<file path="src/rtl/req_event_capture_83.sv">
// rtl/req_event_capture_83.sv - 8-line request synchroniser, edge capture and priority event serialiser
module req_event_capture_83 #(
    parameter int SYNC_STAGES = 2
) (
    input  logic       clk,
    input  logic       rst_n,
    input  logic [7:0] req_in,
    input  logic [7:0] mask,
    input  logic       out_ready,
    output logic       out_valid,
    output logic [2:0] out_code,
    output logic [7:0] pending,
    output logic       overflow
);

    logic [7:0] r_sync [SYNC_STAGES];
    logic [7:0] r_sync_d;
    logic [7:0] r_rise;
    logic [7:0] r_pending;
    logic       r_valid;
    logic [2:0] r_code;
    logic       r_overflow;

    logic [7:0] w_eligible;
    logic [2:0] w_idx;
    logic       w_load;
    logic [7:0] w_load_mask;
    logic [7:0] w_pending_next;
    logic       w_overflow;

    // Edges are registered once more after detection so a new pending bit
    // appears SYNC_STAGES+1 edges after the request is first sampled.
    always_ff @(posedge clk) begin
        if (!rst_n) begin
            for (int i = 0; i < SYNC_STAGES; i++) begin
                r_sync[i] <= 8'h00;
            end
            r_sync_d <= 8'h00;
            r_rise   <= 8'h00;
        end else begin
            r_sync[0] <= req_in;
            for (int i = 1; i < SYNC_STAGES; i++) begin
                r_sync[i] <= r_sync[i-1];
            end
            r_sync_d <= r_sync[SYNC_STAGES-1];
            r_rise   <= r_sync[SYNC_STAGES-1] & ~r_sync_d;
        end
    end

    assign w_eligible = r_pending & mask;

    always_comb begin
        w_idx = 3'd0;
        for (int i = 0; i < 8; i++) begin
            if (w_eligible[i]) begin
                w_idx = i[2:0];
            end
        end
    end

    assign w_load      = (~r_valid | out_ready) & (|w_eligible);
    assign w_load_mask = w_load ? (8'b0000_0001 << w_idx) : 8'h00;

    // A fresh edge on the bit being loaded re-arms it instead of being lost.
    assign w_pending_next = (r_pending & ~w_load_mask) | r_rise;
    assign w_overflow     = |(r_rise & r_pending & ~w_load_mask);

    always_ff @(posedge clk) begin
        if (!rst_n) begin
            r_pending  <= 8'h00;
            r_valid    <= 1'b0;
            r_code     <= 3'd0;
            r_overflow <= 1'b0;
        end else begin
            r_pending  <= w_pending_next;
            r_overflow <= w_overflow;
            if (w_load) begin
                r_valid <= 1'b1;
                r_code  <= w_idx;
            end else if (out_ready) begin
                r_valid <= 1'b0;
            end
        end
    end

    assign out_valid = r_valid;
    assign out_code  = r_code;
    assign pending   = r_pending;
    assign overflow  = r_overflow;

endmodule
</file>
<file path="config.mk">
export PLATFORM = sky130hd
export DESIGN_NAME = req_event_capture_83
export DESIGN_NICKNAME = d
export VERILOG_FILES = /design/src/rtl/req_event_capture_83.sv
export SDC_FILE = /design/constraint.sdc
export NUM_CORES = 1
export LEC_CHECK = 0
export BUFFER_PORTS_ARGS = -buffer_cell sky130_fd_sc_hd__clkbuf_2
export CAP_MARGIN = 0
export CELL_PAD_IN_SITES_DETAIL_PLACEMENT = 2
export CELL_PAD_IN_SITES_GLOBAL_PLACEMENT = 2
export CORE_MARGIN = 2
export CORE_UTILIZATION = 33
export CTS_CLUSTER_SIZE = 24
export DETAILED_ROUTE_END_ITERATION = 6
export PLACE_DENSITY = 0.81
export RECOVER_POWER = 50
export SLEW_MARGIN = 10
export SYNTH_ARGS = -nofsm -noshare
export SYNTH_HDL_FRONTEND = slang
export SYNTH_SLANG_ARGS = --single-unit
</file>
<file path="constraint.sdc">
create_clock -name clk -period 1.9 [get_ports clk]
set_input_delay 0.19 -clock clk [delete_from_list [all_inputs] [get_ports clk]]
set_output_delay 0.19 -clock clk [all_outputs]
set_load 0.1 [all_outputs]
</file>
==> results.cfg, run 1 <==
[power_and_ir_drop]
p_per_area_nw_per_um2 = 1060
cellLeakagePower_uw = 0.000800
peakVddDrop_mv = 0.646

[synthesis]
ys_seq_elements = 45
ys.warnings.count = 0
syn_nets = 165
yosysUniqueCellTypes = 25
synth_area_leader_cell = dfxtp_1
synth_cells = 146
avgSynthCellArea_um2 = 10.5
synth_area_um2 = 1530
synth_area_leaders = dfxtp_1, and2_1, nor2b_1
synth_top_area_share_pct = 58.8
seq_area_frac_synth_pct = 58.8

[detailed_routing]
drt-initial-drc-count = 56
drc_errors = 0
ant_nets = 0
via_per_inst = 4.97
vias = 1162
drt-pass1-iter-count = 2
wl_um = 3450
post_drt_wl_per_cell_um = 14.7

[cts]
cts_sinks = 45
cts_tree = yes
cts_setup_buffers = 0
cts-root-buf = clkbuf_8
cts_resized = 1
cts_max_level = 2
clk_path_buf_depth = 2
cts_hold_buf = 0
numCtsBuffers = 5
clk_pin_slew_worst_paths_ns = 0.09
clk_latency_ns = 0.30

[timing]
tightest_slew_ns = 1.29
fin_ws_ns = 0.152
timing.fmax_mhz = 572
finalMaxSlewViolations = 0
fin_crit_ns = 1.75
whs_ns = 0.0928
fin_skew_ns = 0.00658
setup_viol = 0
fin_crit_sh_pct = 92.0
finalHoldViolCount = 0
rsz0062_at_grt = false
fin_tns_setup_ns = 0
slew_headroom_pct = 14.0

[setup_path]
r2r_slack_ns = 0.15
cp_slowest_cell = dfxtp_2
worstSetupEndpointType = flop
ff2ff_path_depth = 6
cp_slowest_stage_delay_ns = 0.36
arrival_ns = 1.93
start_kind = flop
cp.required_ns = 2.08
cp_cell_sequence = a22o_4, nor4_4, nand3_1, and3_1, o31ai_1, o221ai_1
crit_fanout = 5
timing.rr.end = overflow
r2r_start = pending[4]
timing_worst_setup_path_type = reg -> reg

[global_route]
grt_overflow = 0
antenna_found_initial = 0
grt_max_degree = 40
grt_pass1_vias = 1242
grt_pass1_wl_um = 5750
track_usage_pct = 14.8

[die]
boundaryPins = 32
chipHeight_um = 72.2
rows = 24
die_width_um = 72.2
core_area_um2 = 4410
die_area_um2 = 5210
initial_core_util_pct = 34.7

[layout]
area_delta_synth_final_pct = 22.9
fin_nets = 200
antenna_cells = 0
drive_above_1_share_pct = 27.5
fillCellCount = 484

[hold_path]
holdCritPathClass = in -> reg
whs_endpoint = r_sync[0][6]
hp-start = req_in[6]
min_delay_path_depth = 2

[job]
cap_violations = 0

[run_status]
outcome = complete, no violations

[place]
place_congestion = 0.794
dpl.hpwl_um = 2500
place_ws_ns = 0.126
io_buffers = 31
==> critical path, delay by kind of cell (launching register included) <==
kind,cells,cell delay [ns]
AO/OA/AOI/OAI,3,0.64
AND/OR/NAND/NOR,3,0.63
flip-flops,1,0.36
==> through the flow <==
step	utilization [%]	total power (uW)	cell area, um^2	std cells
3_5_place_dp	39.8	1250	1760	226
6_report	42.7	2000	1880	234
3_3_place_gp	39.8	1240	1760	226
2_1_floorplan	-	1190	1550	146
5_1_grt	42.7	2100	1880	234
4_1_cts	42.7	2030	1890	234
==> worst max-delay path by stage <==
stage / startpoint / cells after the start / end
floorplan: pending[0] / 6 / overflow
global route: pending[7] / 6 / overflow
global placement: pending[4] / 6 / overflow
CTS: pending[4] / 6 / overflow
finish: pending[4] / 6 / overflow
detailed placement: pending[2] / 6 / overflow
==> where the power goes <==
group          internal, uW  switching (uW)  total, uW
registers               981            17.8        999
logic                  61.1             165        227
clock network           437             335        772
==> Yosys cell counts, drive strengths merged <==
cell	n
a21boi	3
a21oi	7
a22o	3
a22oi	4
a31oi	1
a32oi	1
and2	27
and3	3
clkbuf	4
dfxtp	45
inv	1
nand2	8
nand2b	5
nand3	3
nor2	4
nor2b	15
nor3b	1
nor4	1
o211ai	1
o21a	4
o21ai	2
o221ai	1
o311a	1
o31ai	1
==> registers in the layout, indices dropped and copies added (netlist names) <==
register	count
out_code	3
out_valid	1
overflow	1
pending	8
r_rise	8
r_sync	16
r_sync_d	8
==> final cells by class <==
cell class,count,area (um^2),share of cell area [%]
clock buffer,6,82.6,4.38
clock inverter,2,41.3,2.19
inverter,1,3.75,0.199
multi-input combinational,96,617,32.7
sequential,45,913,48.5
tap,52,65.1,3.45
timing repair buffer,32,161,8.57
==> logic make-up (layout without fill, tap and decap cells) <==
family                 Yosys count  in the layout  share of synthesized area [%]
buffers and inverters            5             41                           1.22
DFF                             45             45                           58.8
AOI/OAI and AO/OA               29             29                           13.8
and+or+nand+nor                 67             67                           26.2
==> per-layer routing <==
metal  track usage (%)  share of wire (%)  vias to the layer above
met3              5.56                5.7                        6
li1                  -                  -                      565
met2              26.4                 52                       29
met4              6.92                1.6                        0
met1              15.1                 40                      562
met5                 0                  0                        -
==> cell usage in the layout, fill, tap and decap left out, types with 5 or more instances in the layout <==
master and count:
nand2_1 8, clkbuf_8 6, and2_0 17, nand2b_1 5
dfxtp_2 7, clkbuf_2 30, a21oi_1 7, dfxtp_1 37
and2_1 10, nor2b_1 15
(Power assumes the default switching activity.)
==> inputs of run 2 (changes only) <==
==> constraint.sdc (replaced) <==
create_clock -name clk -period 1.9 [get_ports clk]
set_input_delay 0 -clock clk [delete_from_list [all_inputs] [get_ports clk]]
set_output_delay 0 -clock clk [all_outputs]
set_load 0.1 [all_outputs]
==> run 2 against run 1 <==
  * Flip-flop and latch count unchanged
  * Critical path depth unchanged
  * Combinational power increased by 8%
  * Utilization increased by 2.5 points
  * Worst hold slack improved by 0.012 ns
  * Count of clock-buffer cells in the layout decreased by 1
  * Design area increased by 5.8%
  * Via count increased by 3.6%
  * Global-route usage increased by 0.75 points
  * Non-clock buffer count increased by 10
==> results.cfg, run 2 (same netlist as run 1, synthesis figures left out) <==
[run_status]
outcome = complete, no violations

[die]
die_width_um = 72.2
core_area_um2 = 4410
die_area_um2 = 5210
initial_core_util_pct = 34.7
chipHeight_um = 72.2
rows = 24
boundaryPins = 32

[global_route]
grt_pass1_vias = 1324
antenna_found_initial = 0
track_usage_pct = 15.5
grt_max_degree = 40
grt_pass1_wl_um = 6020
grt_overflow = 0

[setup_path]
worstSetupEndpointType = flop
timing.rr.end = overflow
arrival_ns = 1.99
ff2ff_path_depth = 6
start_kind = flop
timing_worst_setup_path_type = reg -> reg
r2r_start = pending[7]
r2r_slack_ns = 0.11
cp.required_ns = 2.09
crit_fanout = 4

[cts]
numCtsBuffers = 5
clk_latency_ns = 0.31
clk_path_buf_depth = 2
cts_tree = yes
clk_pin_slew_worst_paths_ns = 0.10
cts_max_level = 2
cts_sinks = 45
cts-root-buf = clkbuf_8

[power_and_ir_drop]
p_per_area_nw_per_um2 = 1010
peakVddDrop_mv = 0.405
cellLeakagePower_uw = 0.000843
total_power_uw = 2000

[layout]
area_delta_synth_final_pct = 30.0
drive_above_1_share_pct = 28.6
antenna_cells = 0
final_common_cell = dfxtp_1
fin_area_um2 = 1990
fin_nets = 210
largest_register_ffs = 16
fillCellCount = 491
top_register = r_sync
layout_common_cells = dfxtp_1, clkbuf_2, and2_0

[place]
io_buffers = 31
dpl.hpwl_um = 2650
place_congestion = 0.874
dpl_cell_area_um2 = 1750

[detailed_routing]
drt-initial-drc-count = 52
drt-pass1-iter-count = 4
post_drt_wl_per_cell_um = 15.7
ant_nets = 0
drc_errors = 0
via_per_inst = 4.93
vias = 1204
wl_um = 3840

[hold_path]
min_delay_path_depth = 3
holdCritPathClass = in -> reg
whs_endpoint = pending[7]
hp-start = mask[7]

[timing]
finalHoldViolCount = 0
slew_headroom_pct = 10.1
timing.fmax_mhz = 557
fin_crit_ns = 1.79
fin_tns_setup_ns = 0
whs_ns = 0.104
fin_crit_sh_pct = 94.4
finalMaxSlewViolations = 0
tightest_slew_ns = 1.35
setup_viol = 0
fin_skew_ns = 0.0102

[job]
cap_violations = 0
## run 2: cell types whose count changed in the layout (fill, tap and decap cells not counted)
| cell | before | now |
|---|---|---|
| buf_4 | 1 | 3 |
| clkinv_4 | 0 | 1 |
| o31ai_2 | 0 | 1 |
| dlygate4sd3_1 | 0 | 8 |
| nand3_1 | 3 | 2 |
| clkbuf_8 | 6 | 5 |
| a22o_4 | 1 | 2 |
| nand3_2 | 0 | 1 |
| o31ai_1 | 1 | 0 |
| a22o_1 | 2 | 1 |
## run 2: area by class of cell
cell class | count | area (um^2) | area share, %
Inverter | 1 | 3.75 | 0.188
Sequential cell | 45 | 913 | 45.8
Multi-Input combinational cell | 96 | 636 | 31.9
Timing Repair Buffer | 42 | 256 | 12.9
Clock buffer | 5 | 68.8 | 3.45
Tap cell | 52 | 65.1 | 3.26
Clock inverter | 3 | 50.0 | 2.51
## run 2: power by group
part           switching, uW  internal [uW]  total, uW  leakage [uW]
Clock                    355            403        758     0.0000603
Sequential              18.4            982       1000      0.000372
Combinational            172           73.3        246      0.000411
## run 2: metrics by stage
| stage | utilization (%) | setup WS, ns | std cells |
|---|---|---|---|
| global placement | 39.7 | 0.175 | 225 |
| finish | 45.2 | 0.106 | 244 |
| floorplan | - | 0.000673 | 146 |
| detailed placement | 39.7 | 0.0467 | 225 |
| global route | 45.2 | -0.0285 | 244 |
| CTS | 44.2 | 0.00847 | 241 |
## run 2: per-layer routing
| metal | track usage (%) | share of wire [%] | vias up | wire length, um |
|---|---|---|---|---|
| li1 | - | - | 579 | - |
| met1 | 15.4 | 39 | 586 | 1500 |
| met2 | 29.8 | 55 | 32 | 2090 |
| met3 | 4.17 | 4.4 | 7 | 168 |
| met4 | 6.92 | 1.9 | 0 | 71 |
| met5 | 0 | 0 | - | 0 |
## run 2: worst max-delay path by stage
stage               start  slack [ns]        to
6_report       pending[7]        0.11  overflow
5_1_grt        pending[7]       -0.03  overflow
4_1_cts        pending[4]       0.008  overflow
3_5_place_dp   pending[4]        0.05  overflow
3_3_place_gp   pending[4]        0.18  overflow
2_1_floorplan  pending[0]      0.0007  overflow
## run 2: what timing repair did
item / CTS / global route
setup buffers: 0 / 3
hold endpoints to repair: 8 / 0
endpoints found under the setup margin: 0 / 1
hold buffers: 8 / 0
resized for setup: 0 / 5
## run 2: worst max-delay path: stages, from the launching register on
cell	delay, ns
dfxtp_2	0.35
a22o_4	0.29
nor4_4	0.33
nand3_2	0.11
and3_1	0.22
o31ai_2	0.24
o221ai_1	0.15
